[src/rtl/pc_sequencer.sv]
`default_nettype none
// ============================================================================
// Module      : pc_sequencer
// Description : Program counter and execution-step controller. Emits a
//               one-cycle ADVANCE enable for the pipeline registers and
//               supports single-step, free-run, N-step burst, branch
//               redirect, stall and breakpoints on a single clock.
//               Optional feature macro: DEBOUNCE_EN (STEP_KEY debounce of
//               DB_CYC cycles; DB_CYC only exists when the macro is defined).
// Revision    : 1.0 - initial release
// ============================================================================
module pc_sequencer #(
    parameter int              PC_W     = 32,
    parameter logic [PC_W-1:0] RESET_PC = 32'h00400000,
    parameter int              BURST_W  = 8,
    parameter int              BP_N     = 2,
    parameter int              CNT_W    = 16
`ifdef DEBOUNCE_EN
    ,
    parameter logic [15:0]     DB_CYC   = 16'd50000
`endif
) (
    input  logic                 CLOCK_50,
    input  logic                 RESET,
    input  logic [1:0]           MODE,
    input  logic                 STEP_KEY,
    input  logic                 TICK,
    input  logic [BURST_W-1:0]   BURST_LEN,
    input  logic                 STALL,
    input  logic                 BR_TAKEN,
    input  logic [PC_W-1:0]      BR_TARGET,
    input  logic [BP_N*PC_W-1:0] BP_ADDR,
    input  logic [BP_N-1:0]      BP_EN,
    output logic [PC_W-1:0]      PC,
    output logic                 ADVANCE,
    output logic                 HALTED,
    output logic [CNT_W-1:0]     STEP_CNT,
    output logic [1:0]           STATE
);

    localparam logic [1:0] c_ST_IDLE    = 2'd0;
    localparam logic [1:0] c_ST_RUN     = 2'd1;
    localparam logic [1:0] c_ST_BURST   = 2'd2;
    localparam logic [1:0] c_ST_BREAK   = 2'd3;

    localparam logic [1:0] c_MODE_STEP  = 2'b00;
    localparam logic [1:0] c_MODE_RUN   = 2'b01;
    localparam logic [1:0] c_MODE_BURST = 2'b10;
    localparam logic [1:0] c_MODE_HOLD  = 2'b11;

    logic [1:0]         r_state;
    logic [1:0]         w_state_nxt;
    logic               r_halted;
    logic [PC_W-1:0]    r_pc;
    logic               r_adv;
    logic [CNT_W-1:0]   r_step_cnt;
    logic [BURST_W-1:0] r_burst_cnt;
    logic               r_key_s1;
    logic               r_key_s2;
    logic               r_step_req;
    logic               w_adv_req;
    logic [PC_W-1:0]    w_pc_nxt;
    logic [BP_N-1:0]    w_bp_match;
    logic               w_bp_hit;
    logic [BURST_W-1:0] w_burst_left;
    logic [BURST_W-1:0] w_burst_load;
    logic               w_burst_load_en;
    logic               w_burst_done;

    // Two-flop synchroniser for the asynchronous, active-low pushbutton
    always_ff @(posedge CLOCK_50) begin
        if (RESET) begin
            r_key_s1 <= 1'b1;
            r_key_s2 <= 1'b1;
        end else begin
            r_key_s1 <= STEP_KEY;
            r_key_s2 <= r_key_s1;
        end
    end

`ifdef DEBOUNCE_EN
    logic        r_db_level;
    logic [15:0] r_db_cnt;

    // Accept a new key level only after it has held for DB_CYC cycles; a press is the accepted fall
    always_ff @(posedge CLOCK_50) begin
        if (RESET) begin
            r_db_level <= 1'b1;
            r_db_cnt   <= '0;
            r_step_req <= 1'b0;
        end else begin
            r_step_req <= 1'b0;
            if (r_key_s2 == r_db_level) begin
                r_db_cnt <= '0;
            end else if (r_db_cnt == DB_CYC - 16'd1) begin
                r_db_level <= r_key_s2;
                r_db_cnt   <= '0;
                r_step_req <= ~r_key_s2;
            end else begin
                r_db_cnt <= r_db_cnt + 16'd1;
            end
        end
    end
`else
    logic r_key_s3;

    // Registered falling-edge detect: one step request per press
    always_ff @(posedge CLOCK_50) begin
        if (RESET) begin
            r_key_s3   <= 1'b1;
            r_step_req <= 1'b0;
        end else begin
            r_key_s3   <= r_key_s2;
            r_step_req <= r_key_s3 & ~r_key_s2;
        end
    end
`endif

    // Address the PC takes when the pending advance retires
    assign w_pc_nxt = BR_TAKEN ? BR_TARGET : r_pc + PC_W'(4);

    for (genvar gi = 0; gi < BP_N; gi++) begin : g_bp
        assign w_bp_match[gi] = BP_EN[gi] && (BP_ADDR[gi*PC_W +: PC_W] == w_pc_nxt);
    end

    // Breakpoints only stop free-running states; a step out of BREAK is never re-trapped
    assign w_bp_hit = r_adv && (|w_bp_match) &&
                      ((r_state == c_ST_RUN) || (r_state == c_ST_BURST));

    // Burst counter holds issued-but-unretired advances too; subtract the pending one
    assign w_burst_left = r_burst_cnt - BURST_W'(r_adv);
    assign w_burst_done = (r_adv && (r_burst_cnt == BURST_W'(1))) || (r_burst_cnt == '0);
    assign w_burst_load = (BURST_LEN == '0) ? BURST_W'(1) : BURST_LEN;

    // Next-state and advance-request decode
    always_comb begin
        w_state_nxt     = r_state;
        w_adv_req       = 1'b0;
        w_burst_load_en = 1'b0;
        case (r_state)
            c_ST_IDLE: begin
                w_adv_req = r_step_req && (MODE == c_MODE_STEP);
                if (MODE == c_MODE_RUN) begin
                    w_state_nxt = c_ST_RUN;
                end else if ((MODE == c_MODE_BURST) && r_step_req) begin
                    w_state_nxt     = c_ST_BURST;
                    w_burst_load_en = 1'b1;
                end
            end
            c_ST_RUN: begin
                w_adv_req = TICK && (MODE == c_MODE_RUN) && !w_bp_hit;
                if (w_bp_hit) begin
                    w_state_nxt = c_ST_BREAK;
                end else if (MODE != c_MODE_RUN) begin
                    w_state_nxt = c_ST_IDLE;
                end
            end
            c_ST_BURST: begin
                w_adv_req = TICK && (MODE == c_MODE_BURST) && !w_bp_hit &&
                            (w_burst_left != '0);
                if (w_bp_hit) begin
                    w_state_nxt = c_ST_BREAK;
                end else if ((MODE != c_MODE_BURST) || w_burst_done) begin
                    w_state_nxt = c_ST_IDLE;
                end
            end
            c_ST_BREAK: begin
                w_adv_req = r_step_req && (MODE != c_MODE_HOLD);
                if (MODE == c_MODE_HOLD) begin
                    w_state_nxt = c_ST_IDLE;
                end
            end
            default: begin
                w_state_nxt = c_ST_IDLE;
            end
        endcase
    end

    // State register with a registered halt flag
    always_ff @(posedge CLOCK_50) begin
        if (RESET) begin
            r_state  <= c_ST_IDLE;
            r_halted <= 1'b0;
        end else begin
            r_state  <= w_state_nxt;
            r_halted <= (w_state_nxt == c_ST_BREAK);
        end
    end

    // Register the pipeline enable; a stalled request is dropped, not queued
    always_ff @(posedge CLOCK_50) begin
        if (RESET) begin
            r_adv <= 1'b0;
        end else begin
            r_adv <= w_adv_req && !STALL;
        end
    end

    // Retire an advance: move the PC and count it
    always_ff @(posedge CLOCK_50) begin
        if (RESET) begin
            r_pc       <= RESET_PC;
            r_step_cnt <= '0;
        end else if (r_adv) begin
            r_pc       <= w_pc_nxt;
            r_step_cnt <= r_step_cnt + CNT_W'(1);
        end
    end

    // Burst length: load on entry, count down per retired advance, discard on exit
    always_ff @(posedge CLOCK_50) begin
        if (RESET) begin
            r_burst_cnt <= '0;
        end else if (w_burst_load_en) begin
            r_burst_cnt <= w_burst_load;
        end else if (w_state_nxt != c_ST_BURST) begin
            r_burst_cnt <= '0;
        end else if (r_adv) begin
            r_burst_cnt <= r_burst_cnt - BURST_W'(1);
        end
    end

    assign PC       = r_pc;
    assign ADVANCE  = r_adv;
    assign HALTED   = r_halted;
    assign STEP_CNT = r_step_cnt;
    assign STATE    = r_state;

endmodule
`default_nettype wire

[config.mk]
export PLATFORM = sky130hd
export DESIGN_NAME = pc_sequencer
export DESIGN_NICKNAME = d
export VERILOG_FILES = /design/src/rtl/pc_sequencer.sv
export SDC_FILE = /design/constraint.sdc
export NUM_CORES = 1
export LEC_CHECK = 0
export CAP_MARGIN = 20
export CORE_MARGIN = 2
export CORE_UTILIZATION = 45
export DETAILED_ROUTE_END_ITERATION = 8
export PLACE_DENSITY_LB_ADDON = 0.1
export SYNTH_ARGS = -nofsm -noshare
export SYNTH_HDL_FRONTEND = slang
export SYNTH_SLANG_ARGS = --single-unit
[constraint.sdc]
create_clock -name CLOCK_50 -period 3.74 [get_ports CLOCK_50]
set_clock_uncertainty 0.1 [all_clocks]
set_input_delay 0.374 -clock CLOCK_50 [delete_from_list [all_inputs] [get_ports CLOCK_50]]
set_output_delay 0.374 -clock CLOCK_50 [all_outputs]
set_load 0.01 [all_outputs]
==> results of run 1 <==
[stage by stage]
| step | util | hold slack, ps |
|---|---|---|
| CTS | 0.6657 | 316.0 |
| global route | 0.6722 | 328.1 |
| global placement | 0.6418 | 293.9 |
| detailed placement | 0.6418 | 307.6 |
| finish | 0.6722 | 314.6 |
| floorplan | - | 289.5 |
[layer usage]
layer / vias to the layer above / wire, um / global-route usage / part of all wire
met5: - / 0 / 0 / 0
met4: 0 / 1351 / 0.1740 / 0.050
met3: 104 / 3332 / 0.1007 / 0.12
met2: 549 / 11650 / 0.5481 / 0.43
met1: 3692 / 10900 / 0.4627 / 0.40
li1: 3747 / - / - / -
[state kept, by name, summed over array words and instances (netlist names)]
name	count
r_key_s3	1
PC	32
r_burst_cnt	8
r_key_s1	1
r_key_s2	1
r_step_req	1
HALTED	1
ADVANCE	1
STEP_CNT	16
STATE	2
[cell usage after synthesis, types with 6 or more instances]
| cell type | n | share of area |
|---|---|---|
| nand2_1 | 86 | 0.050 |
| nor2_1 | 78 | 0.045 |
| dfxtp_1 | 64 | 0.20 |
| xor2_1 | 53 | 0.072 |
| xnor2_1 | 48 | 0.065 |
| o21ai_0 | 47 | 0.036 |
| clkbuf_1 | 46 | 0.027 |
| a21oi_1 | 41 | 0.032 |
| inv_1 | 39 | 0.023 |
| and3_1 | 27 | 0.026 |
| nand3_1 | 24 | 0.019 |
| nor3_1 | 24 | 0.019 |
| a22oi_1 | 21 | 0.024 |
| a211oi_1 | 18 | 0.021 |
| nand4_1 | 18 | 0.017 |
| nor4_1 | 18 | 0.017 |
| buf_2 | 10 | 0.0078 |
| mux2i_1 | 10 | 0.016 |
| o31ai_1 | 10 | 0.012 |
| a31oi_1 | 9 | 0.0087 |
| ha_1 | 9 | 0.017 |
| a41oi_1 | 8 | 0.011 |
| nand2b_1 | 8 | 0.0078 |
| nor2b_1 | 7 | 0.0068 |
| nor3b_1 | 7 | 0.0082 |
| or3_1 | 7 | 0.0068 |
| a2111oi_0 | 6 | 0.0082 |
| a221oi_1 | 6 | 0.0082 |
| a311oi_1 | 6 | 0.0082 |
| a32o_1 | 6 | 0.0093 |
| and4_1 | 6 | 0.0082 |
| buf_1 | 6 | 0.0035 |
| o2111ai_1 | 6 | 0.0082 |
| o221a_1 | 6 | 0.010 |
| o22ai_1 | 6 | 0.0058 |
[worst max-delay path: cells and delay by family, from the launching register on]
family           cells  cell delay (ps)
AO/OA/AOI/OAI        3              770
XOR/XNOR             2              350
AND/OR/NAND/NOR      5             1640
flip-flops           1              450
multiplexers         1              210
[area by class of cell]
cell class                      instances  area (um2)
Multi-Input combinational cell        714        4802
Clock buffer                           10       239.0
Clock inverter                          6       91.34
Sequential cell                        64        1287
Inverter                               39       146.4
Tap cell                              180       225.2
Timing Repair Buffer                  283        2575
Fill cell                            1284        4568
[what timing repair did]
item,CTS,global route
buffers inserted,0,2
gates cloned,0,0
resized for setup,1,19
pin swaps,0,5
endpoints found under the setup margin,6,10
[logic make-up after synthesis]
group,Yosys count
AOI/OAI and AO/OA,250
xor gates and xnor gates,102
adders and majority gates,10
buffers and inverters,105
DFF,64
muxes,13
and+or+nand+nor,339
[power by group through the flow]
stage	clock network (mW)	logic, mW	registers [mW]
after floorplan	0	0.524	0.789
final	0.967	0.943	0.785
after CTS	0.972	0.922	0.783
after global placement	0	0.905	0.795
after detailed placement	0	0.910	0.796
after global routing	0.992	1.03	0.792
[final timing paths]
path | startpoint | end | slack, ps | cells after the start
max | PC[10] | r_burst_cnt[6] | 100 | 11
min | r_key_s3 | r_step_req | 310 | 2
max reg2reg | PC[10] | r_burst_cnt[6] | 100 | 11
min reg2reg | r_key_s3 | r_step_req | 310 | 2
==> results.yml, run 1 <==
power_and_ir_drop:
  total_power_mw: 2.695
  p_leak_nw: 3.600
  combPwrFrac: 0.350
  clockPowerShare: 0.359
  power.internal_mw: 1.792
  sw_frac_of_total: 0.3353
  seq_power_share: 0.291
  power_density_nw_per_um2: 287.8
  p_switching_mw: 0.9036
  peakVddDrop_mv: 0.2917
place:
  io_buffer_count: 165
  gp_congestion: 1.084
  dp_hpwl_mm: 21.08
  pre_cts_slack_ps: -274.4
  dpl.cell_count: 1278
  placed_cell_area_um2: 8944
floorplan:
  start_util: 0.4627
  dieArea_um2: 15300
  io_pins: 166
  core_area_um2: 13930
  rows: 43
  die_w_um: 123.7
  chipHeight_um: 123.7
global_routing:
  grt_usage: 0.3583
  first_global_vias: 7532
  grt-ovfl-total: 0
  grt_pass1_wl_mm: 41.50
  antenna_found_initial: 0
  grt_start_max_net_pins: 77
setup_path:
  critPathSlowestCell: "or4_4"
  critPathArrivalTime_ps: 3780
  worst-setup-path-type: "flip-flop to flip-flop"
  crit_chain: "nand4_4 > or4_4 > xnor2_1 > mux2i_1 > xor2_1 > nand4_1 > or4b_4 > o41ai_4 > o21ai_2 > and3_4 > o221a_1"
  path_max_fanout: 6
  crit_path_start_kind: "flip-flop"
  worst_ep_required_time_ps: 3880
  worstSetupEndpointType: "flip-flop"
  slowest_delay_ps: 590
timing:
  fin_crit_ps: 3639
  slew_headroom: 0.4567
  tightest_slew_ps: 815.0
  postLayoutSetupSlackWorst_ps: 101.3
  fin_crit_sh: 0.9729
  setup_violations: 0
  hold_viol_final: 0
  rsz0062_at_grt: "no"
  final.setup.tns_ps: 0
  drv_slew: 0
  fmax_ghz: 0.2748
clocking:
  clk_latency_ps: 350
  htree_levels: 3
  cts_tree: "yes"
  clockBufferDepth: 2
  clock-root-buffer: "clkbuf_16"
  cts.sinks: 64
  clk_pin_slew_worst_paths_ps: 60
  cts_hold_buf: 0
  cts_made_buffers: 9
synth:
  syn_inst: 883
  synth-warning-count: 0
  synth_compound_area_frac: 0.2816
  synth_fa_ha_area_frac: 0.01902
  ys_seq_area_frac: 0.1987
  synthSimpleGateAreaFrac: 0.2727
  synth_xor_area_frac: 0.1407
  synth_area_per_cell_um2: 7.302
  synth_fp_nets: 1006
  synthArstFlopShare: 0
  synth_top_family_by_area: "compound AO/OA/AOI/OAI gates"
  synth_cell_types: 81
  synth.area.mux_share: 0.02076
  ys_ff_latch: 64
  ys.flop_type: "dfxtp_1"
  syn-cell-area_um2: 6447
  synth-edff-count: 0
layout:
  antenna_cells: 0
  finalNonFillerCells: 1296
  mostFrequentLayoutCells: "clkdlybuf4s50_1 (163), buf_4 (114), nand2_1 (85)"
  area_delta_synth_final_pct: 45.27
  design_area_um2: 9366
  final_nets: 1234
  drive_gt1_frac: 0.1568
  final_common_cell: "clkdlybuf4s50_1"
route:
  drt-total-wl_mm: 27.23
  drc: 0
  via_count: 8092
  ant_nets: 0
  routed_via_density: 6.244
  firstDrtPassIters: 6
  dr.first_iter.drc_count: 1007
  wl_per_cell_um: 21.01
job:
  max-cap-violations: 0
run_status:
  status: "finished clean"
hold_path:
  hp-class: "flip-flop to flip-flop"
Note: power is estimated with default switching activity, not from simulation.
==> run 2: changes to the inputs <==
CORE_MARGIN = unset   (was 2)
RECOVER_POWER = 25   (was unset)
==> run 2 against run 1 <==
Net effect: final cell count unchanged; sequential power about the same; the flow now finishes with violations (max-capacitance violations, max-slew violations, negative setup slack); critical path type is now input pin to flip-flop; largest power group unchanged; highest routed layer unchanged; sequential share of layout area about the same; first-iteration DRC count decreased by 8.4%; largest cell class unchanged; core utilization decreased by 0.17 points.
==> results.yml, run 2 (same netlist as run 1, synthesis figures left out) <==
global_routing:
  first_global_vias: 7439
  grt_usage: 0.3697
  grt_start_max_net_pins: 61
  grt-ovfl-total: 0
  grt_pass1_wl_mm: 41.31
  antenna_found_initial: 0
layout:
  final_common_cell: "clkdlybuf4s50_1"
  final_nets: 1234
  antenna_cells: 0
  mostFrequentLayoutCells: "clkdlybuf4s50_1 (147), buf_4 (115), nand2_1 (86)"
  drive_gt1_frac: 0.1478
  fin_util: 0.6705
  largest_reg_flops: 32
  area_delta_synth_final_pct: 44.91
timing:
  setup_violations: 1
  postLayoutSetupSlackWorst_ps: -9.069
  fin_crit_ps: 3749
  hold_viol_final: 0
  fmax_ghz: 0.2667
  tightest_slew_ps: 2674
  drv_slew: 53
  slew_headroom: -0.7828
  fin_crit_sh: 1.002
setup_path:
  ff2ff_path_depth: 11
  path_max_fanout: 6
  reg2reg_slack_ps: 100
  r2r_start: "PC[5]"
  worst_ep_required_time_ps: 3880
  crit_path_start_kind: "input pin"
  rr_endpoint: "r_burst_cnt[6]"
  critPathArrivalTime_ps: 3880
  worst-setup-path-type: "input pin to flip-flop"
  worstSetupEndpointType: "flip-flop"
clocking:
  clk_pin_slew_worst_paths_ps: 60
  cts_hold_buf: 0
  htree_levels: 3
  cts_tree: "yes"
  clockBufferDepth: 2
  clock-root-buffer: "clkbuf_16"
  cts_made_buffers: 9
  cts.sinks: 64
  clk_latency_ps: 350
place:
  dp_hpwl_mm: 21.20
  gp_congestion: 1.030
  io_buffer_count: 165
  pre_cts_slack_ps: -403.0
route:
  ant_nets: 0
  firstDrtPassIters: 6
  wl_per_cell_um: 20.95
  drc: 0
  via_count: 8021
  dr.first_iter.drc_count: 922
  drt-total-wl_mm: 27.15
  routed_via_density: 6.189
power_and_ir_drop:
  p_leak_nw: 3.649
  peakVddDrop_mv: 0.2702
  power_density_nw_per_um2: 295.5
hold_path:
  hold_end: "r_key_s2"
  hp-start: "r_key_s1"
  hp-class: "flip-flop to flip-flop"
  holdPathStages: 1
run_status:
  status: "finished, violations left"
  violations: "max-capacitance violations, max-slew violations, negative setup slack"
floorplan:
  core_area_um2: 13930
  dieArea_um2: 14810
  die_w_um: 121.7
  start_util: 0.4627
  rows: 43
  io_pins: 166
  chipHeight_um: 121.7
job:
  max-cap-violations: 1
-- run 2: cell types whose count changed in the layout (fill, tap and decap cells not counted), sizes merged --
cell and change:
clkinvlp +1, dlygate4sd3 +16, buf -2, clkinv -2, clkbuf +2, clkdlybuf4s50 -16
bufinv +1
-- run 2: layout make-up --
class	count	area [um2]
clock buffers	10	239.0
clock inverters	6	115.1
fillers	1244	4592
inverters	39	146.4
multi-input cells	714	4772
flip-flops and latches	64	1282
well taps	180	225.2
repair buffers	283	2562
-- run 2: routing by layer --
metal | global-route usage | part of all wire
met3 | 0.07022 | 0.098
met5 | 0 | 0
met4 | 0.1551 | 0.034
met1 | 0.4917 | 0.42
met2 | 0.5824 | 0.45
-- run 2: report_power, final --
part | internal, mW | leakage [nW] | switching, mW
Sequential | 0.727 | 0.518 | 0.0577
Combinational | 0.456 | 2.96 | 0.481
Clock | 0.673 | 0.169 | 0.366
-- run 2: worst max-delay path, stage by stage --
cell and delay [ps]:
clkdlybuf4s50_1 480, xnor2_1 310, o21ai_0 220, a2111oi_1 680, o2111ai_1 330, nor4b_2 290
o2111ai_1 210, o41ai_4 370, o21ai_2 150, and3_4 220, o221a_1 240
-- run 2: how the worst max path moves through the flow --
stage                  start             end  cells after the start
3_3_place_gp   BR_TARGET[31]  r_burst_cnt[6]                     11
4_1_cts                PC[3]  r_burst_cnt[6]                     12
6_report       BR_TARGET[31]  r_burst_cnt[6]                     11
2_1_floorplan          PC[3]  r_burst_cnt[6]                     13
3_5_place_dp   BR_TARGET[31]  r_burst_cnt[6]                     11
5_1_grt                PC[5]  r_burst_cnt[6]                     11
-- run 2: metrics by stage --
stage | hold slack [ps] | setup TNS [ps] | power, mW | instance area (um2) | cells
final | 308.9 | -9.069 | 2.761 | 9343 | 1296
after global routing | 318.0 | -12.88 | 2.879 | 9343 | 1296
after CTS | 309.4 | 0 | 2.742 | 9291 | 1293
after detailed placement | 295.8 | -3823 | 1.710 | 8936 | 1277
after global placement | 296.1 | -1225 | 1.704 | 8936 | 1277
after floorplan | 289.5 | 0 | 1.313 | 6447 | 883
-- run 2: what timing repair did --
item / 4_1_cts / 5_1_grt
pin swaps: 0 / 3
setup endpoints to repair: 6 / 10
gates resized for setup: 1 / 6
buffers inserted: 0 / 3
gates cloned: 0 / 0
